## src/rtl/wb_port_arbiter.sv

```systemverilog
// Write-back port arbiter: merges execute and load results onto one register-file write port.
// Load data wins conflicts unless the execute path has waited STARVE_MAX cycles.
module wb_port_arbiter #(
    parameter int DATA_W     = 32,
    parameter int STARVE_MAX = 4,
    parameter int PERF_W     = 16
) (
    input  logic              clk,
    input  logic              rst_n,
    input  logic              p0_valid,
    input  logic [4:0]        p0_rd,
    input  logic [DATA_W-1:0] p0_data,
    output logic              p0_ready,
    input  logic              p1_valid,
    input  logic [4:0]        p1_rd,
    input  logic [DATA_W-1:0] p1_data,
    output logic              p1_ready,
    output logic              rf_wr_en,
    output logic [4:0]        rf_rd,
    output logic [DATA_W-1:0] rf_wd,
    output logic              fwd_valid,
    output logic [4:0]        fwd_rd,
    output logic [DATA_W-1:0] fwd_data,
    output logic [PERF_W-1:0] perf_conflicts
);

    localparam logic [3:0] STARVE_LIM = 4'(STARVE_MAX);

    function automatic logic [3:0] starve_inc(input logic [3:0] v);
        return (v >= STARVE_LIM) ? STARVE_LIM : v + 4'd1;
    endfunction

    function automatic logic [PERF_W-1:0] perf_inc(input logic [PERF_W-1:0] v);
        return (&v) ? v : v + PERF_W'(1);
    endfunction

    logic [3:0]        r_starve_cnt;
    logic [PERF_W-1:0] r_perf;
    logic              r_vld_p1;
    logic [4:0]        r_rd_p1;
    logic [DATA_W-1:0] r_wd_p1;

    logic              w_gnt0_p0;
    logic              w_gnt1_p0;
    logic              w_xfer_p0;
    logic [4:0]        w_rd_p0;
    logic [DATA_W-1:0] w_wd_p0;

    // Stage p0: grant decision and winner select
    assign w_gnt0_p0 = p0_valid & (~p1_valid | (r_starve_cnt == STARVE_LIM));
    assign w_gnt1_p0 = p1_valid & ~w_gnt0_p0;
    assign p0_ready  = w_gnt0_p0 & rst_n;
    assign p1_ready  = w_gnt1_p0 & rst_n;
    assign w_xfer_p0 = p0_ready | p1_ready;
    assign w_rd_p0   = w_gnt0_p0 ? p0_rd   : p1_rd;
    assign w_wd_p0   = w_gnt0_p0 ? p0_data : p1_data;

    // Stage p1: registered write, x0 writes complete the handshake but never enable the port
    always_ff @(posedge clk) begin
        if (!rst_n) begin
            r_vld_p1 <= 1'b0;
            r_rd_p1  <= '0;
            r_wd_p1  <= '0;
        end else if (w_xfer_p0) begin
            r_vld_p1 <= (w_rd_p0 != 5'd0);
            r_rd_p1  <= w_rd_p0;
            r_wd_p1  <= w_wd_p0;
        end else begin
            r_vld_p1 <= 1'b0;
        end
    end

    always_ff @(posedge clk) begin
        if (!rst_n) begin
            r_starve_cnt <= 4'd0;
        end else if (!p0_valid || w_gnt0_p0) begin
            r_starve_cnt <= 4'd0;
        end else begin
            r_starve_cnt <= starve_inc(r_starve_cnt);
        end
    end

    always_ff @(posedge clk) begin
        if (!rst_n) begin
            r_perf <= '0;
        end else if (p0_valid && p1_valid) begin
            r_perf <= perf_inc(r_perf);
        end
    end

    assign rf_wr_en       = r_vld_p1;
    assign rf_rd          = r_rd_p1;
    assign rf_wd          = r_wd_p1;
    assign fwd_valid      = r_vld_p1;
    assign fwd_rd         = r_rd_p1;
    assign fwd_data       = r_wd_p1;
    assign perf_conflicts = r_perf;

endmodule

```

## config.mk

```make
export PLATFORM = sky130hd
export DESIGN_NAME = wb_port_arbiter
export DESIGN_NICKNAME = d
export VERILOG_FILES = /design/src/rtl/wb_port_arbiter.sv
export SDC_FILE = /design/constraint.sdc
export NUM_CORES = 1
export LEC_CHECK = 0
export BUFFER_PORTS_ARGS = -buffer_cell sky130_fd_sc_hd__buf_2
export CAP_MARGIN = 0
export CELL_PAD_IN_SITES_DETAIL_PLACEMENT = 1
export CELL_PAD_IN_SITES_GLOBAL_PLACEMENT = 1
export CORE_MARGIN = 2
export CORE_UTILIZATION = 32
export CTS_BUF_LIST = sky130_fd_sc_hd__clkbuf_4 sky130_fd_sc_hd__clkbuf_8
export CTS_CLUSTER_SIZE = 20
export DETAILED_ROUTE_END_ITERATION = 12
export GPL_TIMING_DRIVEN = 0
export HOLD_SLACK_MARGIN = 0.02
export PLACE_DENSITY = 0.8
export SLEW_MARGIN = 20
export SYNTH_ARGS = -nofsm -noshare
export SYNTH_HDL_FRONTEND = slang
export SYNTH_SLANG_ARGS = --single-unit
```

## constraint.sdc

```tcl
create_clock -name clk -period 2.25 [get_ports clk]
set_input_delay 0.225 -clock clk [delete_from_list [all_inputs] [get_ports clk]]
set_output_delay 0.225 -clock clk [all_outputs]
set_load 0.03 [all_outputs]
```

==> results.md <==
Synthesis:
- Of the total synthesized cell area, the portion taken by XOR and XNOR cells is 0%.
- After synthesis, the largest family of logic cells by area is simple AND/OR/NAND/NOR gates.
- The total nets after synthesis is 410.
- The average cell area after synthesis is 8.94 µm².
- Multiplexer cells account for 13.6% of the synthesized area.
- The most common cell in the synthesized netlist is sky130_fd_sc_hd__dfxtp_1.
- The post-synthesis instance area is 2940 µm².
- The prevailing post-synth register cell is sky130_fd_sc_hd__dfxtp_1.
- The count of warnings emitted by yosys is 0.
- Of all flip-flops after synthesis, the portion carrying an async set or reset was 0%.
- Counting every instance in the synthesized netlist gives 329.
- In the post-synthesis netlist, the biggest area contributors are sky130_fd_sc_hd__dfxtp_1, sky130_fd_sc_hd__mux2i_1, sky130_fd_sc_hd__a211oi_1.
- The leading area contributor after synthesis is sky130_fd_sc_hd__dfxtp_1.
- The commonest cells after synthesis are sky130_fd_sc_hd__dfxtp_1, sky130_fd_sc_hd__nor2_1, sky130_fd_sc_hd__mux2i_1.
- Synthesis inferred 58 register bits.
- The post-synthesis share of cell area spent on full adders, half adders and majority gates is 1.28%.
- The unique cell type count in the Yosys netlist is 38.
- Sequential elements use 39.5% of the synthesized area.
- The area fraction of the dominant cell type after synthesis is 39.5%.
- Summing the areas of all compound-gate instances in the mapped netlist gives 15.9% of the synthesized area.
- The area share of and/or/nand/nor cells after synthesis is 16.0%.
- The number of flops mapped to enable cells by yosys is 0.

Clock network:
- The number of H-tree levels is 3.
- The CTS tree is done.
- The sink count of the clock tree is 58.
- The master cell of the clock root buffer is sky130_fd_sc_hd__clkbuf_8.
- The cts-stage hold buffer count is 0.
- Counting along the longest clock path gives a buffer depth of 2.
- At the later pin of the worst-skew pair, clock insertion delay measures 0.33 ns.
- After clock tree synthesis, the clock-pin slew on the worst setup and hold paths is 0.07 ns.
- The total clock buffers created by CTS is 9.

Route:
- The detailed router finished its first iteration with 70 violations.
- The number of design rule violations left after detail routing is 0.
- The mean routed wirelength per cell is 16.5 µm.
- The detailed-router iteration count before antenna repair is 4.
- Dividing the detail-routed via count by the number of cells gives 5.04.
- In this run the remaining antenna-violating nets after routing total 0.
- The final routed wirelength across all metal layers is 10300 µm.
- Across all layers, the routed design uses 3145 vias.

Global route:
- The routing usage on met3 is 3.06%.
- The maximum number of pins on one net before global-route repair is 11.
- The initial antenna violation count is 0.
- Global routing used 36.7% of the available met2 tracks.
- The total global routing track utilization is 20.0%.
- The first global-routing pass estimated 15900 µm of wire.
- The most congested layer reported by global routing is met2.
- The global-route track usage on met1 is 23.4%.
- Global routing finished with a remaining overflow of 0.
- The via count of the first global-routing pass was 3227.

Layout:
- In the final layout, the share of cells above drive strength 1 is 45.9%.
- The layout overhead on the synthesized area is 41.9%.
- Summing all multi-input logic gate instances after layout gives 1400 µm².
- Counting the fill cells in the layout gives 1111.
- For this run, the number of standard cells in the final layout without fillers is 624.
- The footprint of the flip-flops and latches is 1160 µm².
- The net total in the final layout is 593.
- The number of antenna cells inserted is 0.

STA:
- The actual transition at the worst max-transition pin is 0.761 ns.
- The final critical-path setup slack is 0.0639 ns.
- Setup repair after global routing could not meet its margin everywhere.
- Measured against its own limit, the worst slew margin works out to 49.2%.
- Derived from the worst setup path, the maximum achievable clock frequency is 457 MHz.
- The shortest period the worst path allows is 2.19 ns.
- The count of final hold-check violations is 0.
- After layout, the worst path uses 97.2% of the clock period.
- Hold timing on the final database bottoms out at a slack of 0.180 ns.
- The final count of negative-setup-slack endpoints is 0.
- The setup clock skew after layout is 0.0144 ns.
- The number of pins exceeding their max-slew limit in the final report is 0.

Worst hold path:
- The type of the worst min-delay path is input pin to flip-flop.

Pwr:
- The peak supply drop is 0.266 mV.
- The standby leakage power is 2.11 nW.
- The power density over the cells is 662 nW/µm².

Die:
- The area of the die is 9970 µm².
- Once the floorplan was initialized, standard cells occupied 33.4% of the core.
- The core footprint is 8810 µm².
- The width of the die is 99.9 µm.
- 172 I/O pins were placed.
- Row generation in the floorplan step produced 34 rows.
- The vertical die dimension is 99.9 µm.

Setup path:
- The sort of element at the end of the critical path is an output port.
- For the worst setup path, the data arrival time is 1.96 ns.
- The capture instance of the worst register-to-register path is perf_conflicts[6].
- The highest cell delay on the worst timing path is 0.36 ns.
- For the worst flop-to-flop path, the logic depth is 6.
- Data on the critical path is required at its endpoint by 2.03 ns.
- The reg-to-reg critical path startpoint is perf_conflicts[1].
- The largest driver fanout on the critical path is 10.
- The kind of cell adding the most delay to the critical path is buffers and inverters.
- The cell with the biggest individual delay on the critical path is sky130_fd_sc_hd__dfxtp_1.
- The critical path goes through inv_1, ha_1, and3b_1, o21ai_4, clkbuf_8, buf_6, nor2_1, buf_2.
- Counting both buffers and inverters, the worst setup path holds a total of 4.
- Following the worst setup path forward leads to its endpoint at p0_ready.
- Counting buffers and inverters, the worst setup path is 8 cells deep.
- In this run the register-to-register setup slack is 0.19 ns.
- The startpoint type of the worst setup path is a flip-flop.
- The setup path with the least slack is of type flip-flop to output port.
- The source of the critical timing path is r_starve_cnt[0].

Placed design:
- The placer congestion estimate is 0.769.
- After detailed placement, the design holds a cell count of 607.
- During placement, the flow inserted port buffers numbering 170.
- Once detailed placement completed, the half-perimeter wirelength came to 7900 µm.
- Timing analysis after detailed placement gives a worst setup slack of -0.275 ns.

Status:
- The flow ran to the end, and the final reports show no timing, DRC or antenna violations.

Run:
- Across the run, the number of max-cap violations was 0.
==> cell usage in the layout, fill, tap and decap left out, types with 2 or more instances in the layout <==
cell	n
sky130_fd_sc_hd__or3_1	5
sky130_fd_sc_hd__inv_1	7
sky130_fd_sc_hd__nor2_1	42
sky130_fd_sc_hd__a211oi_1	39
sky130_fd_sc_hd__o31a_1	2
sky130_fd_sc_hd__nand2b_1	4
sky130_fd_sc_hd__o21ai_0	5
sky130_fd_sc_hd__buf_2	174
sky130_fd_sc_hd__buf_1	2
sky130_fd_sc_hd__dfxtp_1	58
sky130_fd_sc_hd__clkbuf_1	12
sky130_fd_sc_hd__mux2i_1	40
sky130_fd_sc_hd__nand3_1	5
sky130_fd_sc_hd__clkbuf_8	14
sky130_fd_sc_hd__o31ai_1	4
sky130_fd_sc_hd__nor3_1	3
sky130_fd_sc_hd__or4_1	5
sky130_fd_sc_hd__a21oi_1	8
sky130_fd_sc_hd__o21a_1	2
sky130_fd_sc_hd__nor4_1	8
sky130_fd_sc_hd__nand2_1	9
sky130_fd_sc_hd__nand4_1	6
sky130_fd_sc_hd__ha_1	3
sky130_fd_sc_hd__clkinv_2	2
sky130_fd_sc_hd__buf_4	41
==> logic make-up after synthesis <==
group / after synthesis
adders and majority gates: 3
buffers and inverters: 67
and+or+nand+nor: 94
DFF: 58
muxes: 40
other: 1
AOI/OAI and AO/OA: 66
==> per-stage QoR <==
| step | instance area [µm²] | TNS, ns | util [%] | power, mW |
|---|---|---|---|---|
| after global placement | 3930 | -0.772 | 44.6 | 1.83 |
| after CTS | 4140 | 0 | 47.1 | 2.79 |
| after floorplan | 2940 | 0 | - | 1.61 |
| final | 4170 | 0 | 47.4 | 2.76 |
| after detailed placement | 3930 | -1.34 | 44.6 | 1.85 |
| after global routing | 4170 | -0.0534 | 47.4 | 2.88 |
==> layer usage <==
layer	vias to the layer above	routed length, µm
met3	14	579
met1	1495	4250
li1	1522	-
met5	-	0
met4	0	174
met2	114	5290
==> repair_timing <==
action | CTS | global route
gates resized for setup | 9 | 3
buffers inserted | 0 | 2
hold endpoints to repair | 0 | 0
endpoints found under the setup margin | 31 | 9
pin swaps | 0 | 1
==> power by group <==
part | internal, mW | switching, mW | leakage, nW | total [mW]
Combinational | 0.267 | 0.427 | 1.53 | 0.695
Sequential | 1.09 | 0.0515 | 0.478 | 1.14
Clock | 0.511 | 0.415 | 0.101 | 0.926
==> sequential cells by signal, summed over array words and instances, names as in the netlist <==
register and count:
fwd_valid 1, perf_conflicts 16, r_starve_cnt 4, fwd_data 32, fwd_rd 5
==> how the worst min path moves through the flow <==
stage / start / endpoint / slack (ns) / cells after the start
global route: p0_data[1] / fwd_data[1] / 0.19 / 3
global placement: r_starve_cnt[0] / r_starve_cnt[0] / 0.45 / 1
detailed placement: r_starve_cnt[0] / r_starve_cnt[0] / 0.47 / 1
finish: p0_data[2] / fwd_data[2] / 0.18 / 3
floorplan: rst_n / perf_conflicts[1] / 0.37 / 2
CTS: p0_data[31] / fwd_data[31] / 0.17 / 3
==> worst min-delay path: cells and delay by family <==
kind,cells,cell delay (ns)
simple gates,1,0.09
compound gates,1,0.05
buf+inv,1,0.10
==> cell type report <==
| cell class | count | area share [%] |
|---|---|---|
| flip-flops and latches | 58 | 27.8 |
| clock inverters | 2 | 0.240 |
| inverters | 7 | 0.630 |
| repair buffers | 172 | 20.8 |
| multi-input cells | 204 | 33.5 |
| plain buffers | 60 | 9.48 |
| well taps | 108 | 3.24 |
| clock buffers | 13 | 4.29 |
Power figures use the tool's default switching activity.
